[config.mk]
export PLATFORM = sky130hd
export DESIGN_NAME = id_stage
export DESIGN_NICKNAME = d
export VERILOG_FILES = /design/src/rtl/rv_pkg.sv /design/src/rtl/regfile_2r1w.sv /design/src/rtl/id_stage.sv
export SDC_FILE = /design/constraint.sdc
export NUM_CORES = 2
export LEC_CHECK = 0
export ABC_AREA = 0
export ABC_CLOCK_PERIOD_IN_PS = 77200
export CAP_MARGIN = 20
export CORE_AREA = 2 2 309 311
export CTS_CLUSTER_DIAMETER = 100
export DETAILED_ROUTE_END_ITERATION = 6
export DIE_AREA = 0 0 311 313
export PLACE_DENSITY = 0.88
export SLEW_MARGIN = 10
export SYNTH_ARGS = -nofsm -noshare
export SYNTH_HDL_FRONTEND = slang
export SYNTH_SLANG_ARGS = --single-unit
export TNS_END_PERCENT = 1
[constraint.sdc]
create_clock -name clk -period 77.2 [get_ports clk]
set_clock_uncertainty 0.05 [all_clocks]
set_input_delay 7.72 -clock clk [delete_from_list [all_inputs] [get_ports clk]]
set_output_delay 7.72 -clock clk [all_outputs]
set_load 0.02 [all_outputs]
[src/rtl/rv_pkg.sv]
// ---------------------------------------------------------------------------
// rv_pkg
// Shared RV32 decode constants for the decode stage and its register file.
//   XLEN / PC_W         : data width and PC width used across the pipeline
//   OPC_*               : the four opcodes the downstream ALU understands
//   F7_ALT, F3_SLL/SR   : funct fields that change how the immediate is formed
//   instr_class_e       : coarse instruction class derived from the opcode
//   classify()          : opcode -> instr_class_e
// ---------------------------------------------------------------------------
package rv_pkg;

  localparam int XLEN = 32;
  localparam int PC_W = 8;

  localparam logic [6:0] OPC_RTYPE = 7'b0110011;
  localparam logic [6:0] OPC_ITYPE = 7'b0010011;
  localparam logic [6:0] OPC_LUI   = 7'b0110111;
  localparam logic [6:0] OPC_AUIPC = 7'b0010111;

  localparam logic [6:0] F7_ALT = 7'b0100000;
  localparam logic [2:0] F3_SLL = 3'b001;
  localparam logic [2:0] F3_SR  = 3'b101;

  typedef enum logic [1:0] {
    CLS_R,
    CLS_I,
    CLS_U,
    CLS_ILL
  } instr_class_e;

  function automatic instr_class_e classify(input logic [6:0] opc);
    instr_class_e cls;
    case (opc)
      OPC_RTYPE:          cls = CLS_R;
      OPC_ITYPE:          cls = CLS_I;
      OPC_LUI, OPC_AUIPC: cls = CLS_U;
      default:            cls = CLS_ILL;
    endcase
    return cls;
  endfunction

endpackage

[src/rtl/regfile_2r1w.sv]
// ---------------------------------------------------------------------------
// regfile_2r1w
// 32 x XLEN register file, two combinational read ports, one write port.
// x0 always reads zero and ignores writes. A write presented in the same
// cycle as a read of the same (non-zero) index is forwarded to the read port.
// Ports:
//   clk, rst            : clock, asynchronous active-high reset (clears all)
//   rs1_idx / rs1_data  : read port 1
//   rs2_idx / rs2_data  : read port 2
//   wb_en, wb_rd,
//   wb_data             : write port, committed on rising clk
// ---------------------------------------------------------------------------
module regfile_2r1w #(
  parameter int XLEN = 32
) (
  input  logic            clk,
  input  logic            rst,
  input  logic [4:0]      rs1_idx,
  output logic [XLEN-1:0] rs1_data,
  input  logic [4:0]      rs2_idx,
  output logic [XLEN-1:0] rs2_data,
  input  logic            wb_en,
  input  logic [4:0]      wb_rd,
  input  logic [XLEN-1:0] wb_data
);

  logic [XLEN-1:0] regs [32];

  // Entry 0 is never written, so it stays at its reset value of zero.
  always_ff @(posedge clk or posedge rst) begin
    if (rst) begin
      for (int i = 0; i < 32; i++) begin
        regs[i] <= '0;
      end
    end else if (wb_en && (wb_rd != 5'd0)) begin
      regs[wb_rd] <= wb_data;
    end
  end

  // Same-cycle write data takes priority over the stored value.
  always_comb begin
    rs1_data = '0;
    if (rs1_idx != 5'd0) begin
      if (wb_en && (wb_rd == rs1_idx)) rs1_data = wb_data;
      else                             rs1_data = regs[rs1_idx];
    end
  end

  always_comb begin
    rs2_data = '0;
    if (rs2_idx != 5'd0) begin
      if (wb_en && (wb_rd == rs2_idx)) rs2_data = wb_data;
      else                             rs2_data = regs[rs2_idx];
    end
  end

endmodule

[src/rtl/id_stage.sv]
// ---------------------------------------------------------------------------
// id_stage
// Decode / operand-fetch stage feeding the RV32 ALU. Accepts one instruction
// per cycle over valid/ready, decodes fields, reads the register file and
// registers the ALU operand bundle (latency 1 cycle).
// Ports:
//   clk, rst             : clock, asynchronous active-high reset
//   if_valid/if_ready    : fetch handshake; if_instr, if_pc instruction + PC
//   ex_valid/ex_ready    : bundle handshake to ALU / writeback
//   ex_opcode..ex_pc     : decoded fields of the held bundle
//   ex_rs1_val/rs2_val   : operand values (kept current while held)
//   ex_rd, ex_wb_en      : destination and whether it is written
//   ex_illegal           : opcode outside the supported set
//   wb_en, wb_rd, wb_data: register file write port (ALU result)
// ---------------------------------------------------------------------------
module id_stage
  import rv_pkg::*;
#(
  parameter int XLEN = rv_pkg::XLEN,
  parameter int PC_W = rv_pkg::PC_W
) (
  input  logic            clk,
  input  logic            rst,
  input  logic            if_valid,
  output logic            if_ready,
  input  logic [31:0]     if_instr,
  input  logic [PC_W-1:0] if_pc,
  output logic            ex_valid,
  input  logic            ex_ready,
  output logic [6:0]      ex_opcode,
  output logic [6:0]      ex_funct7,
  output logic [2:0]      ex_funct3,
  output logic [11:0]     ex_imm,
  output logic [19:0]     ex_uimm,
  output logic [PC_W-1:0] ex_pc,
  output logic [XLEN-1:0] ex_rs1_val,
  output logic [XLEN-1:0] ex_rs2_val,
  output logic [4:0]      ex_rd,
  output logic            ex_wb_en,
  output logic            ex_illegal,
  input  logic            wb_en,
  input  logic [4:0]      wb_rd,
  input  logic [XLEN-1:0] wb_data
);

  logic [6:0]   f_opc;
  logic [4:0]   f_rd;
  logic [2:0]   f_f3;
  logic [4:0]   f_rs1;
  logic [4:0]   f_rs2;
  logic [6:0]   f_f7;
  instr_class_e cls;

  assign f_opc = if_instr[6:0];
  assign f_rd  = if_instr[11:7];
  assign f_f3  = if_instr[14:12];
  assign f_rs1 = if_instr[19:15];
  assign f_rs2 = if_instr[24:20];
  assign f_f7  = if_instr[31:25];
  assign cls   = classify(f_opc);

  logic [XLEN-1:0] rf_rs1;
  logic [XLEN-1:0] rf_rs2;

  regfile_2r1w #(.XLEN(XLEN)) u_regfile (
    .clk      (clk),
    .rst      (rst),
    .rs1_idx  (f_rs1),
    .rs1_data (rf_rs1),
    .rs2_idx  (f_rs2),
    .rs2_data (rf_rs2),
    .wb_en    (wb_en),
    .wb_rd    (wb_rd),
    .wb_data  (wb_data)
  );

  logic            d_use_rs1;
  logic            d_use_rs2;
  logic [6:0]      d_f7;
  logic [2:0]      d_f3;
  logic [11:0]     d_imm;
  logic [19:0]     d_uimm;
  logic [XLEN-1:0] d_rs1_val;
  logic [XLEN-1:0] d_rs2_val;
  logic            d_wb_en;
  logic            d_illegal;

  // Shift-immediates carry funct7 in the upper immediate bits, so the
  // immediate is only the 5-bit shamt in that case.
  always_comb begin
    d_use_rs1 = 1'b0;
    d_use_rs2 = 1'b0;
    d_f7      = '0;
    d_f3      = '0;
    d_imm     = '0;
    d_uimm    = '0;
    d_illegal = 1'b0;
    case (cls)
      CLS_R: begin
        d_use_rs1 = 1'b1;
        d_use_rs2 = 1'b1;
        d_f7      = f_f7;
        d_f3      = f_f3;
      end
      CLS_I: begin
        d_use_rs1 = 1'b1;
        d_f3      = f_f3;
        if ((f_f3 == F3_SLL) || (f_f3 == F3_SR)) begin
          d_f7  = f_f7;
          d_imm = {7'b0, if_instr[24:20]};
        end else begin
          d_imm = if_instr[31:20];
        end
      end
      CLS_U: begin
        d_use_rs1 = 1'b1;
        d_uimm    = if_instr[31:12];
      end
      default: begin
        d_illegal = 1'b1;
      end
    endcase
    d_wb_en   = !d_illegal && (f_rd != 5'd0);
    d_rs1_val = d_use_rs1 ? rf_rs1 : '0;
    d_rs2_val = d_use_rs2 ? rf_rs2 : '0;
  end

  logic load;
  assign if_ready = !ex_valid || ex_ready;
  assign load     = if_valid && if_ready;

  // Source indices of the held bundle, needed to keep its operands current
  // while the ALU stalls.
  logic [4:0] held_rs1;
  logic [4:0] held_rs2;
  logic       held_use_rs1;
  logic       held_use_rs2;

  always_ff @(posedge clk or posedge rst) begin
    if (rst) begin
      ex_valid     <= 1'b0;
      ex_opcode    <= '0;
      ex_funct7    <= '0;
      ex_funct3    <= '0;
      ex_imm       <= '0;
      ex_uimm      <= '0;
      ex_pc        <= '0;
      ex_rs1_val   <= '0;
      ex_rs2_val   <= '0;
      ex_rd        <= '0;
      ex_wb_en     <= 1'b0;
      ex_illegal   <= 1'b0;
      held_rs1     <= '0;
      held_rs2     <= '0;
      held_use_rs1 <= 1'b0;
      held_use_rs2 <= 1'b0;
    end else if (load) begin
      ex_valid     <= 1'b1;
      ex_opcode    <= f_opc;
      ex_funct7    <= d_f7;
      ex_funct3    <= d_f3;
      ex_imm       <= d_imm;
      ex_uimm      <= d_uimm;
      ex_pc        <= if_pc;
      ex_rs1_val   <= d_rs1_val;
      ex_rs2_val   <= d_rs2_val;
      ex_rd        <= f_rd;
      ex_wb_en     <= d_wb_en;
      ex_illegal   <= d_illegal;
      held_rs1     <= f_rs1;
      held_rs2     <= f_rs2;
      held_use_rs1 <= d_use_rs1;
      held_use_rs2 <= d_use_rs2;
    end else if (ex_ready) begin
      ex_valid <= 1'b0;
    end else if (ex_valid && wb_en && (wb_rd != 5'd0)) begin
      // Stalled bundle: pick up writebacks to its sources so it never
      // issues with a stale operand.
      if (held_use_rs1 && (wb_rd == held_rs1)) ex_rs1_val <= wb_data;
      if (held_use_rs2 && (wb_rd == held_rs2)) ex_rs2_val <= wb_data;
    end
  end

endmodule

==> results_dict.tcl <==
set metrics [dict create \
    status "finished with violations" \
    violations "DRC" \
    critPathKind "input pin to primary output" \
    slew_violations 0 \
    arrival_ns 9.04 \
    clkSlewWorstSetupHoldPaths_ns 0.06 \
    synth_area_leaders "dfrtp_1, mux2_2, mux4_2, mux2i_1, clkbuf_1" \
    viasPerCell 7.57 \
    final-setup-viol-count 0 \
    row_count 113 \
    wirelength_um 191000 \
    die_height_um 313 \
    initial_core_util_pct 64.4 \
    die_w_um 311 \
    endpoint_kind "primary output" \
    power.leakage_nw 29.7 \
    h-tree-depth 3 \
    cap_violations 0 \
    place_area_sq_mm 0.0633 \
    worst_slack_ns 60.39 \
    synth.distinct_cells 65 \
    final_cell_area_sq_mm 0.0679 \
    yosys_warnings 0 \
    grt_overflow_total 0 \
    grt_pass1_wl_um 282000 \
    avgSynthCellArea_sq_um 14.2 \
    rsz0062_at_grt "no" \
    ys_ff_latch 1165 \
    p_per_area_mw_per_mm2 26.4 \
    dp_slack_ns 60.39 \
    hp-class "flip-flop to flip-flop" \
    min_period_over_period_pct 21.8 \
    switching_share_pct 27.4 \
    fp.coreArea_sq_mm 0.0942 \
    p_int_w 0.00130 \
    max_freq_mhz 59.5 \
    share_comb_of_total_power_pct 19.6 \
    start_kind "input pin" \
    holdPathStages 0 \
    clk_latency_ns 0.73 \
    drc 1 \
    antenna_found_initial 5 \
    grt_pass1_vias 43600 \
    cts_tree "done" \
    netlist_instances 4266 \
    synth_most_common_cell "dfrtp_1" \
    ir_drop_mv 0.0224 \
    synth_top_cell_area_share_pct 48.1 \
    seq_area_frac_synth_pct 48.1 \
    nets 4326 \
    power_switching_w 0.000491 \
    power.share.clock_pct 35.4 \
    ioPinCount 212 \
    hold_viol 0 \
    portBuffers 211 \
    synth_top_cell_by_area "dfrtp_1" \
    synth_common_cells "dfrtp_1, mux2_2, mux4_2" \
    clockBufferDepth 3 \
    ctsResizeCount 0 \
    fin_util_pct 72.1 \
    max-slew-margin-rel_pct 19.3 \
    fin_crit_ns 16.81 \
    grt_usage_pct 39.1 \
    grt_max_degree 170 \
    fp.dieArea_sq_mm 0.0973 \
    r2r_cells 8 \
    gp_congestion 0.850 \
    dp_hpwl_um 103000 \
    synth_nets 4348 \
    ctsHoldBuffers 0 \
    first_pass_iters 7 \
    drive_gt1_share_pct 43.5 \
    postRouteAntennaNets 0 \
    routedWlPerCell_um 34.0 \
    cts_buffers 118 \
    synth_edf_count 0 \
    ys_async_sr_fraction_pct 100 \
    drt_iter0_drc 6004 \
    worst_slew_pin_slew_ns 1.21 \
    post_cts_buffers 0 \
    num_vias 42500 \
    dominantRegCellSynth "dfrtp_1" \
    fillers 5722 \
    cts.sinks 1165 \
    cp.required_ns 69.43 \
    root_buffer "clkbuf_16" \
    p_seq_share_pct 44.9 \
    syn_area_sq_mm 0.0606 \
    syn2layout_area_growth_pct 12.0 \
    worstPathMaxFanout 5 \
    finalSetupTns_ns 0 \
]
## final timing paths
kind | startpoint | endpoint | slack, ns
setup / recovery | ex_ready | if_ready | 60.39
hold / removal | u_regfile.regs[1023]$_DFFE_PP0P_ | u_regfile.regs[1023]$_DFFE_PP0P_ | 0.35
setup reg to reg | ex_valid$_DFFE_PP0P_ | ex_rs2_val[8]$_DFFE_PP0P_ | 73.68
hold reg to reg | u_regfile.regs[1023]$_DFFE_PP0P_ | u_regfile.regs[1023]$_DFFE_PP0P_ | 0.35
max in group asynchronous | rst | u_regfile.regs[110]$_DFFE_PP0P_ | 66.49
min in group asynchronous | rst | ex_uimm[15]$_DFFE_PP0P_ | 7.46
## layer usage
metal  track usage (%)  wire [um]  vias up
li1                  -          -    16300
met1              49.7      66100    22000
met2              58.3      85900     3275
met3              13.0      24700      934
met4              25.3      14100        2
met5                 0         11        -
## critical path, stage by stage
cell	delay (ns)
clkdlybuf4s50_1	0.39
or2b_2	0.36
clkdlybuf4s50_1	0.57
## metrics by stage
step                      power [W]  hold slack, ns  instances
after detailed placement    0.00115           0.335       5368
final                       0.00179           0.352       5613
after floorplan             0.00105           0.391       4266
after global routing        0.00184           0.358       5611
after global placement      0.00112           0.327       5368
after CTS                   0.00178           0.351       5588
## state kept, by name, summed over array words and instances, names as in the netlist, 3 cells and up
signal and count:
ex_imm 12, ex_funct7 7, ex_funct3 3, ex_opcode 7
ex_rs1_val 32, ex_pc 8, ex_rs2_val 32, held_rs2 5
ex_uimm 20, ex_rd 5, held_rs1 5, u_regfile.regs 1024
## cells by family after synthesis
group,share of synthesized area (%)
xor gates and xnor gates,0.289
AOI/OAI and AO/OA,5.98
muxes,39.3
and+or+nand+nor,2.88
DFF,48.1
buffers and inverters,3.44
## final cells by class
type,count,area (sq um),share of cell area [%]
clock buffers,155,3350,4.94
inverters,3,20.0,0.0295
multi-input cells,2621,29600,43.5
diodes,4,10.0,0.0147
clock inverters,65,937,1.38
well taps,1265,1580,2.33
flip-flops and latches,1165,29200,42.9
repair buffers,335,3270,4.82
## cell usage in the layout, fill, tap and decap left out, types with 37 or more instances in the layout
cell type           n
o22ai_1            37
buf_4             104
mux2i_1           216
clkdlybuf4s50_1   198
mux4_2            445
dfrtp_1          1165
mux2_2           1033
clkbuf_16         120
a21oi_1            59
o221ai_1           71
nand2_1           262
o21ai_0            90
a22oi_1            45
## power groups by stage
stage / registers [W] / logic, W / clock network [W]
floorplan: 0.000788 / 0.000260 / 0
global placement: 0.000795 / 0.000328 / 0
detailed placement: 0.000807 / 0.000341 / 0
CTS: 0.000798 / 0.000346 / 0.000634
global route: 0.000814 / 0.000371 / 0.000660
finish: 0.000804 / 0.000351 / 0.000634
(Power assumes the default switching activity.)
